File: config.mk
export PLATFORM = sky130hd
export DESIGN_NAME = sdram_arbit
export DESIGN_NICKNAME = d
export VERILOG_FILES = /design/src/rtl/sdram_arbit.sv
export SDC_FILE = /design/constraint.sdc
export NUM_CORES = 1
export LEC_CHECK = 0
export ABC_AREA = 1
export ABC_CLOCK_PERIOD_IN_PS = 1900
export BUFFER_PORTS_ARGS = -buffer_cell sky130_fd_sc_hd__buf_2
export CORE_MARGIN = 8
export CORE_UTILIZATION = 45
export DETAILED_ROUTE_END_ITERATION = 16
export HOLD_SLACK_MARGIN = 0.12
export PLACE_DENSITY = 0.88
export RECOVER_POWER = 50
export SKIP_CTS_REPAIR_TIMING = 1
export SYNTH_ARGS = -nofsm -noshare
export SYNTH_HDL_FRONTEND = slang
export SYNTH_SLANG_ARGS = --single-unit
File: constraint.sdc
create_clock -name sclk -period 1.9 [get_ports sclk]
set_input_delay 0.38 -clock sclk [delete_from_list [all_inputs] [get_ports sclk]]
set_output_delay 0.38 -clock sclk [all_outputs]
set_load 0.05 [all_outputs]
File: src/rtl/sdram_arbit.sv
// SDRAM command-bus arbiter: holds the bus during init, then grants it to auto-refresh,
// the write client or the read client one at a time, and schedules periodic refresh.
module sdram_arbit #(
    parameter int REF_PERIOD = 390,
    parameter int T_RFC      = 7
) (
    input  logic        sclk,
    input  logic        s_rst_n,
    input  logic [3:0]  init_cmd,
    input  logic [12:0] init_addr,
    input  logic        flag_init_end,
    input  logic        wr_req,
    output logic        wr_en,
    input  logic        flag_wr_end,
    input  logic [3:0]  wr_cmd,
    input  logic [12:0] wr_addr,
    input  logic [1:0]  wr_bank,
    input  logic [15:0] wr_data,
    input  logic        rd_req,
    output logic        rd_en,
    input  logic        flag_rd_end,
    input  logic [3:0]  rd_cmd,
    input  logic [12:0] rd_addr,
    input  logic [1:0]  rd_bank,
    output logic        ref_req,
    output logic        ref_ovf,
    output logic [3:0]  sdram_cmd,
    output logic [12:0] sdram_addr,
    output logic [1:0]  sdram_bank,
    output logic [15:0] sdram_dq_out,
    output logic        sdram_dq_oe
);

    localparam logic [3:0] CMD_NOP  = 4'b0111;
    localparam logic [3:0] CMD_AREF = 4'b0001;

    typedef enum logic [4:0] {
        S_INIT  = 5'b00001,
        S_ARBIT = 5'b00010,
        S_AREF  = 5'b00100,
        S_WRITE = 5'b01000,
        S_READ  = 5'b10000
    } state_t;

    state_t      state;
    logic [9:0]  ref_timer;
    logic [2:0]  aref_cnt;
    logic        last_wr;
    logic        ref_wrap;
    logic        aref_entry;

    assign ref_wrap   = (state != S_INIT) && (ref_timer == 10'(REF_PERIOD - 1));
    assign aref_entry = (state == S_ARBIT) && ref_req;

    // NOTE: sequential state uses non-blocking (<=) so every register samples pre-edge values.
    always_ff @(posedge sclk or negedge s_rst_n) begin
        if (!s_rst_n) begin
            state    <= S_INIT;
            wr_en    <= 1'b0;
            rd_en    <= 1'b0;
            aref_cnt <= 3'd0;
            last_wr  <= 1'b0;
        end else begin
            wr_en <= 1'b0;
            rd_en <= 1'b0;
            case (state)
                S_INIT: begin
                    if (flag_init_end)
                        state <= S_ARBIT;
                end
                S_ARBIT: begin
                    // Refresh first; on a tie the client that did not win last time goes.
                    if (ref_req) begin
                        state    <= S_AREF;
                        aref_cnt <= 3'd0;
                    end else if (wr_req && (!rd_req || !last_wr)) begin
                        state   <= S_WRITE;
                        wr_en   <= 1'b1;
                        last_wr <= 1'b1;
                    end else if (rd_req) begin
                        state   <= S_READ;
                        rd_en   <= 1'b1;
                        last_wr <= 1'b0;
                    end
                end
                S_AREF: begin
                    if (aref_cnt == 3'(T_RFC - 1)) begin
                        state    <= S_ARBIT;
                        aref_cnt <= 3'd0;
                    end else begin
                        aref_cnt <= aref_cnt + 3'd1;
                    end
                end
                S_WRITE: begin
                    if (flag_wr_end)
                        state <= S_ARBIT;
                end
                S_READ: begin
                    if (flag_rd_end)
                        state <= S_ARBIT;
                end
                default: state <= S_INIT;
            endcase
        end
    end

    // A wrap coinciding with the AREF entry re-arms the request and is not an overflow.
    always_ff @(posedge sclk or negedge s_rst_n) begin
        if (!s_rst_n) begin
            ref_timer <= 10'd0;
            ref_req   <= 1'b0;
            ref_ovf   <= 1'b0;
        end else begin
            if (state == S_INIT || ref_wrap)
                ref_timer <= 10'd0;
            else
                ref_timer <= ref_timer + 10'd1;

            if (ref_wrap)
                ref_req <= 1'b1;
            else if (aref_entry)
                ref_req <= 1'b0;

            if (ref_wrap && ref_req && !aref_entry)
                ref_ovf <= 1'b1;
        end
    end

    // NOTE: every output of a combinational block gets a default first, so no latch is inferred.
    always_comb begin
        sdram_cmd  = CMD_NOP;
        sdram_addr = 13'd0;
        sdram_bank = 2'd0;
        case (state)
            S_INIT: begin
                sdram_cmd  = init_cmd;
                sdram_addr = init_addr;
            end
            S_WRITE: begin
                sdram_cmd  = wr_cmd;
                sdram_addr = wr_addr;
                sdram_bank = wr_bank;
            end
            S_READ: begin
                sdram_cmd  = rd_cmd;
                sdram_addr = rd_addr;
                sdram_bank = rd_bank;
            end
            S_AREF: begin
                sdram_cmd = (aref_cnt == 3'd0) ? CMD_AREF : CMD_NOP;
            end
            default: ;
        endcase
    end

    assign sdram_dq_out = wr_data;
    assign sdram_dq_oe  = (state == S_WRITE);

endmodule

==> flow_metrics.env <==
export IMPL_drv_slew=0
export IMPL_place_gp_congestion=0.856
export IMPL_antenna_found_initial=0
export IMPL_drc=0
export IMPL_first_pass_iters=5
export IMPL_pwr_share_comb_pct=68.9
export IMPL_failed_checks="negative setup slack"
export IMPL_crit_arrival_ns=1.65
export IMPL_drive_above_1_share_pct=42.8
export IMPL_synth_avg_cell_area_um2=7.02
export IMPL_cp_required_ns=1.52
export IMPL_clock_tree_root_cell="clkbuf_8"
export IMPL_worstSkewPairLatency_ns=0.27
export IMPL_drtIter0Drc=137
export IMPL_routed_wl_um=6050
export IMPL_ff_latch_area_um2=581
export IMPL_synth_nets=321
export IMPL_ioPinCount=118
export IMPL_power_leakage_uw=0.00133
export IMPL_ys_seq_area_share_pct=34.1
export IMPL_ys_warn_count=0
export IMPL_ys_seq_elements=23
export IMPL_cts_buffer_depth=2
export IMPL_wl_per_cell_um=16.4
export IMPL_synth_top_family_by_area="simple AND/OR/NAND/NOR gates"
export IMPL_grt_max_degree=24
export IMPL_fillers=282
export IMPL_synthXorXnorAreaFrac_pct=2.07
export IMPL_grt_pass1_vias=1713
export IMPL_clkTransAtPathRegs_ns=0.08
export IMPL_tns_ns=-1.53
export IMPL_via_per_inst=5.16
export IMPL_grt_overflow_total=0
export IMPL_utilization_pct=65.9
export IMPL_switching_share_pct=53.6
export IMPL_period_needed_ns=2.03
export IMPL_reg2reg_depth=6
export IMPL_crit_type="reg -> out"
export IMPL_fin_ws_ns=-0.130
export IMPL_hold_path_class="in -> reg"
export IMPL_portBuffers=85
export IMPL_die_h_um=77.3
export IMPL_synthesis_area_mm2=0.00169
export IMPL_ctsHtreeMaxLevel=1
export IMPL_diodes=0
export IMPL_cp_start_kind="register"
export IMPL_end_kind="output port"
export IMPL_hpwlAfterDp_um=4130
export IMPL_cellPowerDensity_mw_per_mm2=1340
export IMPL_vias=1899
export IMPL_drv_cap=0
export IMPL_path_max_fanout=4
export IMPL_yosys_area_share_adder_pct=1.48
export IMPL_synth_mux_area_fraction_pct=0
export IMPL_cts_tree="done"
export IMPL_finalPower_uw=3220
export IMPL_die_area_mm2=0.00598
export IMPL_outcome="complete, but fails checks"
export IMPL_hold_depth=4
export IMPL_synth_simple_area_share_pct=42.4
export IMPL_p_int_uw=1490
export IMPL_rsz0062_at_grt="true"
export IMPL_grtUsageTotal_pct=16.0
export IMPL_ys_types=29
export IMPL_fmax_ghz=0.493
export IMPL_grt_first_pass_wirelength_um=8050
export IMPL_synth_compound_area_share_pct=4.58
export IMPL_cts_buffers=3
export IMPL_rows=22
export IMPL_p_sw_uw=1720
export IMPL_tightest_slew_ns=1.23
export IMPL_nets=401
export IMPL_dieWidth_um=77.3
export IMPL_fin_crit_sh_pct=107
export IMPL_holdWs_ns=0.383
export IMPL_peakVddDrop_mv=0.754
export IMPL_hold_viol_final=0
export IMPL_core_mm2=0.00363
export IMPL_p_seq_share_pct=21.5
export IMPL_clock_skew_ns=0.00704
export IMPL_layout_area_overhead_vs_synth_pct=41.5
export IMPL_clkPwrFrac_pct=9.6
export IMPL_initial_core_util_pct=46.6
export IMPL_syn_inst=241
export IMPL_relSlewSlack_pct=18.1
export IMPL_setup_viol=19
export IMPL_multi_input_area_um2=975
export IMPL_cts_sinks=23
export IMPL_ant_nets=0
-- layer usage --
metal  track usage [%]  vias up  wire (um)
met3              3.00       17        339
met4              6.23        0        168
met1              18.1      887       2170
met5                 0        -          0
met2              29.0       74       3370
li1                  -      921          -
-- kinds of logic (layout without fill, tap and decap cells) --
family | count (synthesis) | in the layout
xor+xnor | 4 | 4
buf+inv | 46 | 125
simple gates | 153 | 153
flops | 23 | 23
fa+ha+maj | 2 | 2
compound gates | 13 | 13
-- cells in the mapped netlist --
cell	n	area, um2
a21boi_0	1	7.51
a21oi_1	3	15.0
a22o_1	2	17.5
and2_1	1	6.26
buf_2	1	5.00
buf_4	16	120
buf_6	3	33.8
dfrtp_1	22	551
dfstp_2	1	26.3
ha_1	2	25.0
inv_1	22	82.6
inv_2	2	7.51
inv_4	2	12.5
nand2_1	77	289
nand2_2	2	12.5
nand3_1	26	130
nand3_2	2	20.0
nand3_4	1	17.5
nand4_1	10	62.6
nand4_2	2	25.0
nor2_1	21	78.8
nor2_2	4	25.0
nor2_4	2	22.5
nor3_1	4	20.0
nor3b_1	1	7.51
o21ai_0	2	10.0
o21ai_1	3	15.0
o22ai_1	2	12.5
xor2_1	4	35.0
-- layout make-up --
class	count	share of cell area (%)
Clock buffer	4	1.88
Inverter	26	5.12
Timing Repair inverter	3	0.836
Tap cell	48	2.51
Multi-Input combinational cell	172	40.7
Sequential cell	23	24.2
Timing Repair Buffer	92	24.8
-- worst paths after layout --
path / slack [ns] / to / startpoint
max: -0.13 / sdram_cmd[0] / state[0]
min reg2reg: 0.49 / ref_ovf / ref_ovf
min in group asynchronous: 0.89 / ref_req / s_rst_n
min: 0.38 / last_wr / rd_req
max reg2reg: 0.36 / ref_timer[8] / ref_timer[0]
max in group asynchronous: 0.20 / state[4] / s_rst_n
-- power by group through the flow --
stage / registers, uW / logic, uW / clock network [uW]
6_report: 692 / 2220 / 309
5_1_grt: 700 / 2340 / 332
4_1_cts: 676 / 1730 / 305
3_5_place_dp: 684 / 1730 / 0
3_3_place_gp: 679 / 1710 / 0
2_1_floorplan: 688 / 1450 / 0
-- through the flow --
step | worst slack (ns) | cell area [um2] | cells
6_report | -0.130 | 2400 | 368
5_1_grt | -0.181 | 2400 | 368
4_1_cts | -0.277 | 2110 | 358
3_5_place_dp | 0.0177 | 2060 | 354
3_3_place_gp | 0.0769 | 2060 | 354
2_1_floorplan | 0.0484 | 1740 | 241
-- placed cells by master, fill, tap and decap left out, types with 8 or more instances in the layout --
| master | count |
|---|---|
| nand2_1 | 73 |
| nor2_1 | 20 |
| nand3_1 | 14 |
| buf_2 | 64 |
| buf_6 | 9 |
| inv_1 | 20 |
| nand4_1 | 10 |
| nand3_2 | 12 |
| dfrtp_1 | 19 |
| buf_4 | 8 |
-- flip-flops by register name, indices dropped and copies added (netlist names) --
| name | flops |
|---|---|
| wr_en | 1 |
| last_wr | 1 |
| ref_req | 1 |
| aref_cnt | 3 |
| state | 5 |
| rd_en | 1 |
| ref_ovf | 1 |
| ref_timer | 10 |
-- critical path: stages (launching register included) --
cell and delay [ns]:
dfstp_2 0.62, inv_2 0.07, nand2_2 0.08, nor2_4 0.04
nand2_4 0.09, inv_2 0.06, a21oi_2 0.11, nand4_1 0.12
buf_6 0.17
Power figures use the tool's default switching activity.
